## src/rtl/gray_counter_pkg.sv

```systemverilog
// Shared operation select for the Gray counter.
// Maps clr/load/en onto one priority-resolved operation.
package gray_counter_pkg;

  typedef enum logic [1:0] {
    OP_HOLD = 2'd0,
    OP_CLR  = 2'd1,
    OP_LOAD = 2'd2,
    OP_STEP = 2'd3
  } op_e;

  // clr beats load beats en
  function automatic op_e op_sel(input logic clr, input logic load, input logic en);
    op_e op;
    op = OP_HOLD;
    if (clr)       op = OP_CLR;
    else if (load) op = OP_LOAD;
    else if (en)   op = OP_STEP;
    return op;
  endfunction

endpackage

```

## src/rtl/gray_counter_bin2gray.sv

```systemverilog
// Binary to Gray conversion; purely combinational, zero latency, no flow control.
// Inverse pair of the downstream gray2bin decoder.
module gray_counter_bin2gray #(
  parameter int WIDTH = 8
) (
  input  logic [WIDTH-1:0] bin,
  output logic [WIDTH-1:0] gray
);

  assign gray = bin ^ (bin >> 1);

endmodule

```

## src/rtl/gray_counter.sv

```systemverilog
// Registered up/down Gray counter with binary view and wrap pulse.
// One cycle latency from inputs to flopped outputs; always accepts, no backpressure.
module gray_counter
  import gray_counter_pkg::*;
#(
  parameter int              WIDTH    = 8,
  parameter logic [WIDTH-1:0] INIT_BIN = '0
) (
  input  logic             clk,
  input  logic             rst_n,
  input  logic             clr,
  input  logic             load,
  input  logic [WIDTH-1:0] load_bin,
  input  logic             en,
  input  logic             up,
  output logic [WIDTH-1:0] gray_q,
  output logic [WIDTH-1:0] bin_q,
  output logic             wrap
);

  localparam logic [WIDTH-1:0] INIT_GRAY = INIT_BIN ^ (INIT_BIN >> 1);

  op_e              op;
  logic [WIDTH-1:0] next_bin;
  logic [WIDTH-1:0] next_gray;
  logic             next_wrap;

  always_comb begin
    op        = op_sel(clr, load, en);
    next_bin  = bin_q;
    next_wrap = 1'b0;
    unique case (op)
      OP_CLR:  next_bin = '0;
      OP_LOAD: next_bin = load_bin;
      OP_STEP: begin
        // wrap flags the step that crosses the modulus boundary
        if (up) begin
          next_bin  = bin_q + WIDTH'(1);
          next_wrap = &bin_q;
        end else begin
          next_bin  = bin_q - WIDTH'(1);
          next_wrap = ~|bin_q;
        end
      end
      default: next_bin = bin_q;
    endcase
  end

  // Gray is derived from next_bin so both registers stay coherent.
  gray_counter_bin2gray #(.WIDTH(WIDTH)) u_bin2gray (
    .bin  (next_bin),
    .gray (next_gray)
  );

  always_ff @(posedge clk or negedge rst_n) begin
    if (!rst_n) begin
      bin_q  <= INIT_BIN;
      gray_q <= INIT_GRAY;
      wrap   <= 1'b0;
    end else begin
      bin_q  <= next_bin;
      gray_q <= next_gray;
      wrap   <= next_wrap;
    end
  end

endmodule

```

## config.mk

```make
export PLATFORM = sky130hd
export DESIGN_NAME = gray_counter
export DESIGN_NICKNAME = d
export VERILOG_FILES = /design/src/rtl/gray_counter_pkg.sv /design/src/rtl/gray_counter_bin2gray.sv /design/src/rtl/gray_counter.sv
export SDC_FILE = /design/constraint.sdc
export NUM_CORES = 1
export LEC_CHECK = 0
export BUFFER_PORTS_ARGS = -buffer_cell sky130_fd_sc_hd__buf_2
export CELL_PAD_IN_SITES_DETAIL_PLACEMENT = 0
export CELL_PAD_IN_SITES_GLOBAL_PLACEMENT = 1
export CORE_AREA = 2 2 58 60
export DETAILED_ROUTE_END_ITERATION = 8
export DIE_AREA = 0 0 60 62
export PLACE_DENSITY_LB_ADDON = 0.3
export SLEW_MARGIN = 40
export SYNTH_ARGS = -nofsm -noshare
export SYNTH_HDL_FRONTEND = slang
export SYNTH_SLANG_ARGS = --single-unit
```

## constraint.sdc

```tcl
create_clock -name clk -period 2.7 [get_ports clk]
set_clock_uncertainty 0.15 [all_clocks]
set_input_delay 0.54 -clock clk [delete_from_list [all_inputs] [get_ports clk]]
set_output_delay 0.54 -clock clk [all_outputs]
set_load 0.02 [all_outputs]
```

Word level (Yosys, flattened, before mapping)
Cells that the tools add are included.
- word-level logic and storage cells: 19
- output and inout bits: 17
- bits in latches: 0
- memories kept: 0
- input port bits: 14
- ROM bits: 0
- memory bits (writable): 0
- register bits: 17
- multiply operators: 0
- divide/modulo/power cells: 0
- add/subtract/negate cells: 2
- reduce and logical (&&, ||, !) cells: 3
- shifts and indexed selects: 0
- muxes and demuxes: 7
- equality and inequality tests: 3
- $lt $le $gt $ge: 0
- bitwise logic cells: 1
- operators by type and width (cell ; number):
    $pmux W8 S3 ; 1
    $add A8 B1 Y8 const B ; 1
    $mux W8 ; 1
    $reduce_and A8 Y1 ; 1
    $reduce_or A8 Y1 ; 1
    $sub A8 B1 Y8 const B ; 1
    $xor A8 B7 Y8 ; 1
    $mux W2 ; 3
    $eq A2 B2 Y1 const B ; 2
    $eq A2 B1 Y1 const B ; 1
    $mux W1 ; 2
    $logic_not A1 Y1 ; 1

Depth between registers and ports, before layout
Gate-level depths: netlist (run 1).
- word-level depth: 6
- depth in mapped cells: 8
- depth with buffers taken out: 8

Modules after synthesis
A second synthesis (run 1) with hierarchy kept.
- cell total of the unflattened synthesis: 108
- area total of the unflattened synthesis: 1056.0 µm²
- modules (own cells, without submodules) (module ; seq. area each (µm²) ; cells each ; times used ; area each (µm²)):
    gray_counter ; 425.4 ; 100 ; 1 ; 987.2
    gray_counter_bin2gray ; 0.0 ; 8 ; 1 ; 68.8

Worst setup path after synthesis (run 1)
Ideal clock, no wire load.
- path kind: input to register
- start point: input up
- end point: register gray_q[5]
- path slack: 0.256 ns
- path buffers: 0
- required time: 2.470 ns
- arrival: 2.214 ns
- library setup time: 0.080 ns
- stages on the path: 8
- path through: inv_1 > ha_1 > nor2b_4 > o31a_1 > or3_1 > a31o_1 > and3_4 > nor3_2
- longest elaborated chain between the ends: 3
- ends and longest elaborated chain (what ; RTL line ; text):
    start: declaration ; gray_counter.sv:15 ; input logic up,
    $mux W8 ; gray_counter.sv:37 ; if (up) begin
    $pmux W8 S3 ; gray_counter.sv:32 ; unique case (op)
    $xor A8 B7 Y8 ; gray_counter_bin2gray.sv:10 ; assign gray = bin ^ (bin >> 1);
    net next_gray[5] ; gray_counter.sv:25 ; logic [WIDTH-1:0] next_gray;
    end signal: assignment ; gray_counter.sv:62 ; gray_q <= next_gray;
    end: declaration ; gray_counter.sv:16 ; output logic [WIDTH-1:0] gray_q,
The timed path passes the listed nets, and every way through them passes these cells.

Final worst setup path (run 1)
- start point: register bin_q[2]
- end point: register gray_q[5]
- longest elaborated chain between the ends: 4
- elaborated cells between the ends (all ways): 5
- those cells by class: add/sub: 2; mux: 2; bitwise: 1
- ends and longest elaborated chain (what ; RTL line ; text):
    start: declaration ; gray_counter.sv:17 ; output logic [WIDTH-1:0] bin_q,
    start signal: assignment ; gray_counter.sv:61 ; bin_q <= next_bin;
    $sub A8 B1 Y8 / $add A8 B1 Y8 (equally long branches) ; gray_counter.sv:41, gray_counter.sv:38 ;
    $mux W8 (*) ; gray_counter.sv:37 ;
    $pmux W8 S3 (*) ; gray_counter.sv:32 ;
    $xor A8 B7 Y8 (*) ; gray_counter_bin2gray.sv:10 ;
    net next_gray[5] ; gray_counter.sv:25 ;
Mark *: on every way through the listed nets, which the timed path passes. The rest lies on a longest branch.

==> results by group, run 1 <==
Yosys
  – Synth Area per Inst: 9.06 sq um
  – Synth Warn #: 0
  – Asr flop ratio synth: 100%
  – Seq/Total Area, Yosys: 35.9%
  – Syn Inst Count: 123
  – Syn nets: 144
  – Yosys reg bits: 16
  – Area of the mapped netlist: 1110 sq um
  – Synth Flop Type: dfrtp_1
  – Post-synth EDFFs: 0
  – Cell variety after synth: 40

Setup path
  – Arr. time, crit path: 2.43 ns
  – Critical Path RT: 2.76 ns
  – Endpoint type of the worst setup path: flip-flop
  – Slowest Stage Delay on Critical Path: 0.45 ns
  – Crit Path Class: reg2reg
  – CP cell instances: ha_1, nor2b_4, o31a_1, or3_1, a31o_1, and3_4, nor3_2
  – Slowest cell on crit path: dfrtp_1
  – Critical path fanouts, max: 5
  – CP Launch Type: flip-flop

Clock tree
  – Later-pin clock latency in the skew report: 0.28 ns
  – Post-CTS sizing: 0
  – Maximum buffer depth of the clock tree: 2
  – Post-CTS Hold Fix Bufs: 1
  – H-tree levels: 1
  – Num CTS Buffers: 3
  – Clock root buffer: clkbuf_4
  – CTS tree: built
  – Total setup buffers inserted after CTS: 0
  – Clock Sink Count: 16
  – Clock slew at reported path FFs: 0.08 ns

Detailed routing
  – Via count: 964
  – Routed Antenna Nets: 0
  – Total wire length: 2530 microns
  – First-pass detailed-route iteration total: 4
  – Vias per cell: 4.77
  – DRC: 0
  – DR iter-0 viols: 28
  – WL/cell: 12.5 microns

Global route
  – GR Overflow Total: 0
  – Antenna violations before repair: 0
  – Global-route wire length before repair: 4360 microns
  – Number of global-route vias before repair: 937
  – Largest net degree at the start of global routing: 18
  – Gr usage total: 15.8%

Timing
  – Actual slew at the worst max-slew pin: 0.528 ns
  – Setup TNS: 0 ns
  – Fin worst setup slack: 0.327 ns
  – Unrepaired setup endpoints after global routing: no
  – Final setup violation count: 0
  – Fin crit period: 2.37 ns
  – Final hold viol count: 0
  – Final Max Tran Viols: 0
  – Highest clock rate: 421 MHz
  – Tcrit/Tclk final: 87.9%
  – Slew headroom: 64.7%

Pwr
  – Leakage: 0.662 nW
  – VDD IR-drop max: 0.000356 V
  – Total power: 0.684 mW
  – Cell Pwr Density: 502 nW/um^2

Layout
  – Syn-to-layout area delta: 22.3%
  – Non-filler cells, final: 202
  – Post-route cell area: 1360 sq um
  – Antenna diodes: 0
  – Final nets: 178
  – Commonest non-fill, non-tap cells in the layout: buf_2 (30), dfrtp_1 (16), a21oi_1 (12), nor2_1 (11), xnor2_1 (8)
  – Commonest non-fill, non-tap cell in the layout: buf_2
  – Layout cell share with drive strength beyond 1: 28.2%

Floorplan
  – Die Footprint: 3720 sq um
  – Core footprint: 3180 sq um
  – Initial Util: 35.1%
  – Die H: 62 microns
  – Site Rows: 21
  – Die width: 60 microns
  – IO Count: 31

Placement
  – Placed Cells: 197
  – Cell Area, Placed: 1320 sq um
  – GP Congestion: 0.822
  – HPWL Detailed: 2050 microns
  – DP Worst Slack: 0.0351 ns
  – Number of buffers added on ports: 30

Worst hold path
  – Hold Path Class: in2reg

Run
  – Max-cap viol count: 0

Outcome
  – Status: completed
-- area by class of cell --
cell class	count	area (sq um)
fill	330	1820
inverter	6	22.5
tap	46	57.6
timing repair buffer	34	183
clock buffer	4	36.3
sequential	16	400
multi-input combinational	96	664
-- critical path, delay by kind of cell, from the launching register on --
family          cells  cell delay [ns]
flops               1             0.45
simple gates        4             0.84
compound gates      2             0.52
fa+ha+maj           1             0.36
-- through the flow --
stage / hold slack [ns] / util [%]
floorplan: 0.0944 / -
global placement: 0.306 / 41.4
CTS: 0.445 / 42.9
global route: 0.459 / 42.9
finish: 0.450 / 42.9
detailed placement: 0.314 / 41.4
-- Yosys cell counts, types with 3 or more instances --
master	n	share of area, %
a21oi_1	12	5.4
dfrtp_1	16	36
ha_1	6	6.7
inv_1	6	2.0
mux2i_1	3	2.7
nand2_1	6	2.0
nand4_1	3	1.7
nor2_1	11	3.7
nor2b_1	3	1.7
nor3_1	6	2.7
o21a_1	3	2.0
o21ai_0	4	1.8
xnor2_1	8	6.3
-- worst paths after layout --
kind	startpoint	to	slack [ns]	depth (start not counted)
max	bin_q[2]	gray_q[5]	0.33	7
min	load_bin[0]	bin_q[0]	0.45	3
max reg2reg	bin_q[2]	gray_q[5]	0.33	7
min reg2reg	bin_q[1]	wrap	0.53	2
max in group asynchronous	rst_n	bin_q[4]	1.62	2
min in group asynchronous	rst_n	bin_q[7]	0.54	2
-- metal layers --
| layer | GRT usage [%] | vias up | share of wire (%) |
|---|---|---|---|
| li1 | - | 498 | - |
| met1 | 20.7 | 439 | 46 |
| met2 | 27.3 | 27 | 49 |
| met3 | 3.93 | 0 | 4.3 |
| met4 | 1.90 | 0 | 0 |
| met5 | 0 | - | 0 |
-- power by group --
group | internal [mW] | leakage [nW] | switching, mW | total [mW]
combinational | 0.103 | 0.438 | 0.140 | 0.243
sequential | 0.267 | 0.203 | 0.0238 | 0.291
clock | 0.0820 | 0.0210 | 0.0686 | 0.151
total | 0.452 | 0.662 | 0.232 | 0.684
-- cells by family (layout without fill, tap and decap cells) --
| group | after synthesis | after routing | synth area share, % |
|---|---|---|---|
| AO/OA/AOI/OAI | 30 | 30 | 16.9 |
| XOR/XNOR | 10 | 10 | 7.86 |
| adder cells (fa/ha/maj) | 7 | 7 | 8.53 |
| buffers and inverters | 11 | 44 | 4.49 |
| flip-flops | 16 | 16 | 35.9 |
| multiplexers | 4 | 4 | 3.70 |
| AND/OR/NAND/NOR | 45 | 45 | 22.6 |
-- state kept, by name, indices dropped and copies added, names as in the netlist --
register and count:
wrap 1, gray_q 7, bin_q 8
(Power assumes the default switching activity.)
==> run 2, diff against run 1 <==
- clock period: 2.7 -> 2.5 ns (I/O delays scaled with it)
==> run 2 against run 1 <==
Routed wire length increased by 9.3%. Largest power group unchanged. Global-route usage grew 0.30 points. First-iteration DRC count grew 46%. Final area rose by 3.9%. Register-to-register slack lost 0.12 ns. Combinational power up 19%. Clock power increased by 9%. Sequential share of layout area shrank 1.1 points.
==> results by group, run 2 (synthesis results as in run 1) <==
Clock tree
  – Maximum buffer depth of the clock tree: 2
  – Clock root buffer: clkbuf_4
  – Post-CTS sizing: 0
  – Num CTS Buffers: 3
  – Clock slew at reported path FFs: 0.08 ns
  – Later-pin clock latency in the skew report: 0.28 ns
  – H-tree levels: 1
  – CTS tree: built
  – Clock Sink Count: 16

Timing
  – Final setup violation count: 0
  – Actual slew at the worst max-slew pin: 0.555 ns
  – Setup TNS: 0 ns
  – Fin worst setup slack: 0.181 ns
  – Fin crit period: 2.32 ns
  – Unrepaired setup endpoints after global routing: no
  – Slew headroom: 62.9%
  – Final hold viol count: 0
  – Highest clock rate: 431 MHz
  – Tcrit/Tclk final: 92.8%
  – Final Max Tran Viols: 0

Detailed routing
  – WL/cell: 13.2 microns
  – Vias per cell: 5.03
  – DRC: 0
  – Via count: 1051
  – First-pass detailed-route iteration total: 4
  – Total wire length: 2770 microns
  – DR iter-0 viols: 41
  – Routed Antenna Nets: 0

Pwr
  – Cell Pwr Density: 539 nW/um^2
  – VDD IR-drop max: 0.000334 V
  – Total power: 0.764 mW
  – Leakage: 0.696 nW

Run
  – Max-cap viol count: 0

Placement
  – Number of buffers added on ports: 30
  – DP Worst Slack: -0.102 ns
  – HPWL Detailed: 2230 microns
  – GP Congestion: 0.793

Floorplan
  – Core footprint: 3180 sq um
  – IO Count: 31
  – Die width: 60 microns
  – Die Footprint: 3720 sq um
  – Site Rows: 21
  – Initial Util: 35.1%
  – Die H: 62 microns

Setup path
  – Slowest Stage Delay on Critical Path: 0.37 ns
  – Slowest cell on crit path: or3_1
  – CP cell instances: buf_2, inv_1, ha_1, nor2b_4, o31a_1, or3_1, a31o_1, and3_4, nor3_2
  – Cell family with most CP delay: simple AND/OR/NAND/NOR gates
  – Endpoint type of the worst setup path: flip-flop
  – Critical Path RT: 2.56 ns
  – Crit Path Class: in2reg
  – Arr. time, crit path: 2.38 ns
  – CP Launch Type: input pin
  – WP buf/inv: 2
  – Critical path fanouts, max: 5

Layout
  – Largest regs: bin_q (8), gray_q (7), wrap (1)
  – Commonest non-fill, non-tap cell in the layout: buf_2
  – Syn-to-layout area delta: 27.0%
  – Antenna diodes: 0
  – Layout cell share with drive strength beyond 1: 31.3%
  – Final nets: 185
  – Commonest non-fill, non-tap cells in the layout: buf_2 (30), dfrtp_1 (16), a21oi_1 (12), nor2_1 (11), buf_4 (10)
  – Biggest register: bin_q
  – Max FFs per register: 8
  – Final Core Density: 44.5%

Global route
  – Gr usage total: 16.1%
  – Antenna violations before repair: 0
  – GR Overflow Total: 0
  – Global-route wire length before repair: 4400 microns
  – Number of global-route vias before repair: 942
  – Largest net degree at the start of global routing: 18

Outcome
  – Status: completed

Worst hold path
  – Hold Path Class: in2reg
run 2: final cells by class:
type                            count  area (sq um)
Fill cell                         331          1760
Multi-Input combinational cell     96           664
Sequential cell                    16           400
Timing Repair Buffer               41           235
Tap cell                           46          57.6
Clock buffer                        4          36.3
Inverter                            6          22.5
run 2: worst min-delay path, cell delays in order:
cell and delay, ns:
buf_2 0.10, a21oi_1 0.12, nor2_1 0.08
run 2: through the flow:
| stage | hold WS, ns | area, sq um | cells |
|---|---|---|---|
| after floorplan | 0.0544 | 1110 | 123 |
| after global placement | 0.269 | 1370 | 204 |
| after detailed placement | 0.277 | 1370 | 204 |
| after CTS | 0.408 | 1420 | 209 |
| after global routing | 0.427 | 1420 | 209 |
| final | 0.407 | 1420 | 209 |
run 2: worst paths after layout:
| path | from | to | slack [ns] | depth (start not counted) |
|---|---|---|---|---|
| setup reg to reg | bin_q[0] | gray_q[5] | 0.21 | 8 |
| hold reg to reg | bin_q[3] | wrap | 0.53 | 3 |
| max in group asynchronous | rst_n | bin_q[3] | 1.46 | 2 |
| setup / recovery | up | gray_q[5] | 0.18 | 9 |
| min in group asynchronous | rst_n | bin_q[6] | 0.49 | 2 |
| hold / removal | load_bin[0] | bin_q[0] | 0.41 | 3 |
run 2: where the power goes:
part           switching [mW]  internal (mW)  leakage (nW)  total, mW
combinational           0.162          0.126         0.472      0.288
sequential             0.0241          0.288         0.203      0.313
clock                  0.0751         0.0886        0.0210      0.164
total                   0.261          0.503         0.696      0.764
run 2: layer usage:
metal	global-route usage, %	vias to the layer above	part of all wire (%)
met3	3.73	0	4.4
met5	0	-	0
met4	1.90	0	0
met1	20.2	504	45
met2	29.2	30	51
li1	-	517	-
run 2: timing repair:
item,CTS,global route
hold endpoints to repair,16,0
hold buffers,1,0
setup buffers,0,0
==> run 3, diff against run 2 <==
--- a/config.mk
+++ b/config.mk
@@ -14,2 +14,3 @@
 export PLACE_DENSITY_LB_ADDON = 0.3
+export RECOVER_POWER = 25
 export SLEW_MARGIN = 40
--- a/constraint.sdc
+++ b/constraint.sdc
@@ -4,2 +4,2 @@
 set_output_delay 0.5 -clock clk [all_outputs]
-set_load 0.02 [all_outputs]
+set_load 0.01 [all_outputs]
==> run 3 against run 2 <==
Critical path depth is 1 lower. Clock power is 4% higher. Critical path type is now reg2reg. Die area stayed put. Critical endpoint unchanged. Global-route usage is 1.1 points higher. Worst hold slack better by 0.0064 ns. Register-to-register slack worse by 0.05 ns. Sequential power hardly changed. Maximum frequency is 1.0% lower. Largest power group unchanged. Combinational power is 7.6% lower. Final area is 0.44% higher.
==> results by group, run 3 (synthesis results as in run 1) <==
Outcome
  – Status: completed

Timing
  – Final hold viol count: 0
  – Slew headroom: 44.9%
  – Fin worst setup slack: 0.157 ns
  – Actual slew at the worst max-slew pin: 0.827 ns
  – Tcrit/Tclk final: 93.7%
  – Final setup violation count: 0
  – Fin crit period: 2.34 ns
  – Unrepaired setup endpoints after global routing: no
  – Final Max Tran Viols: 0
  – Highest clock rate: 427 MHz

Detailed routing
  – WL/cell: 13.5 microns
  – Vias per cell: 4.94
  – DR iter-0 viols: 47
  – DRC: 0
  – First-pass detailed-route iteration total: 4
  – Via count: 1037
  – Total wire length: 2830 microns
  – Routed Antenna Nets: 0

Layout
  – Commonest non-fill, non-tap cells in the layout: buf_2 (29), dfrtp_1 (16), a21oi_1 (12), nor2_1 (11), buf_4 (11)
  – Largest regs: bin_q (8), gray_q (7), wrap (1)
  – FF+latch area: 400 sq um
  – Final nets: 186
  – Commonest non-fill, non-tap cell in the layout: buf_2
  – Antenna diodes: 0
  – Biggest register: bin_q
  – Syn-to-layout area delta: 27.6%
  – Max FFs per register: 8
  – Non-filler cells, final: 210
  – Layout cell share with drive strength beyond 1: 31.1%
  – Area of the multi-input gates: 664 sq um
  – Fillers: 331

Floorplan
  – Site Rows: 21
  – Die Footprint: 3720 sq um
  – IO Count: 31
  – Die width: 60 microns
  – Die H: 62 microns
  – Core footprint: 3180 sq um
  – Initial Util: 35.1%

Pwr
  – Switch Pwr: 0.245 mW
  – Switching share of power: 32.7%
  – Leakage: 0.699 nW
  – Seq pwr share: 41.7%
  – Logic pwr share: 35.5%
  – Internal power: 0.504 mW
  – VDD IR-drop max: 0.000332 V
  – Clock power share: 22.8%
  – Cell Pwr Density: 526 nW/um^2

Placement
  – HPWL Detailed: 2230 microns
  – GP Congestion: 0.792
  – Number of buffers added on ports: 30
  – DP Worst Slack: -0.125 ns
  – Placed Cells: 205

Clock tree
  – Clock slew at reported path FFs: 0.09 ns
  – CTS tree: built
  – Total setup buffers inserted after CTS: 0
  – H-tree levels: 1
  – Num CTS Buffers: 3
  – Clock Sink Count: 16
  – Later-pin clock latency in the skew report: 0.28 ns
  – Clock root buffer: clkbuf_4
  – Maximum buffer depth of the clock tree: 2
  – Post-CTS Hold Fix Bufs: 1
  – Post-CTS sizing: 0

Setup path
  – Critical Path RT: 2.56 ns
  – R2R depth: 8
  – Start point of the critical path: bin_q[0]
  – Critical path fanouts, max: 5
  – CP Launch Type: flip-flop
  – Crit path to: gray_q[5]
  – Worst R2R End: gray_q[5]
  – Arr. time, crit path: 2.40 ns
  – Worst flop-to-flop path startpoint: bin_q[0]
  – Crit Path Class: reg2reg
  – Endpoint type of the worst setup path: flip-flop
  – Flop-to-flop setup slack: 0.16 ns

Global route
  – Number of global-route vias before repair: 1027
  – Gr usage total: 17.2%
  – GR Overflow Total: 0
  – Largest net degree at the start of global routing: 18
  – Global-route wire length before repair: 4730 microns
  – Antenna violations before repair: 0

Worst hold path
  – Hold Path Class: in2reg

Run
  – Max-cap viol count: 0
-- run 3: routing by layer --
layer,vias up,wire length [microns],track usage [%]
li1,517,-,-
met1,482,1240,21.7
met2,36,1460,30.7
met3,2,110,3.73
met4,0,20,2.86
met5,-,0,0
-- run 3: worst min path at each step --
| stage | from | end | slack [ns] | cells after the start |
|---|---|---|---|---|
| 6_report | load_bin[0] | bin_q[0] | 0.41 | 3 |
| 5_1_grt | load_bin[2] | bin_q[2] | 0.42 | 3 |
| 4_1_cts | load_bin[0] | bin_q[0] | 0.41 | 3 |
| 3_5_place_dp | rst_n | gray_q[6] | 0.28 | 1 |
| 3_3_place_gp | rst_n | gray_q[6] | 0.27 | 1 |
| 2_1_floorplan | rst_n | bin_q[0] | 0.05 | 0 |
-- run 3: stage by stage --
step / utilization, % / power, mW / cell area (sq um) / TNS, ns / hold WS (ns)
after detailed placement: 43.3 / 0.582 / 1380 / -0.247 / 0.281
after global placement: 43.3 / 0.576 / 1380 / -0.122 / 0.269
after global routing: 44.7 / 0.801 / 1420 / 0 / 0.423
after CTS: 44.8 / 0.756 / 1420 / 0 / 0.411
after floorplan: - / 0.476 / 1110 / 0 / 0.0544
final: 44.7 / 0.749 / 1420 / 0 / 0.413
-- run 3: final cells by class --
cell class                 count  share of cell area, %
tap                           46                   4.05
clock buffer                   4                   2.55
inverter                       6                   1.58
sequential                    16                   28.1
timing repair buffer          42                   17.0
multi-input combinational     96                   46.7
-- run 3: worst max-delay path: stages, from the launching register on --
cell	delay, ns
dfrtp_1	0.46
inv_1	0.13
fa_1	0.27
nor2b_4	0.06
o31a_1	0.25
or3_1	0.37
a31o_1	0.25
and3_4	0.15
nor3_2	0.17
-- run 3: power groups by stage --
stage	logic (mW)	registers (mW)	clock network (mW)
after global routing	0.297	0.318	0.186
after CTS	0.267	0.313	0.175
after floorplan	0.145	0.330	0
final	0.266	0.312	0.170
after global placement	0.260	0.316	0
after detailed placement	0.264	0.318	0
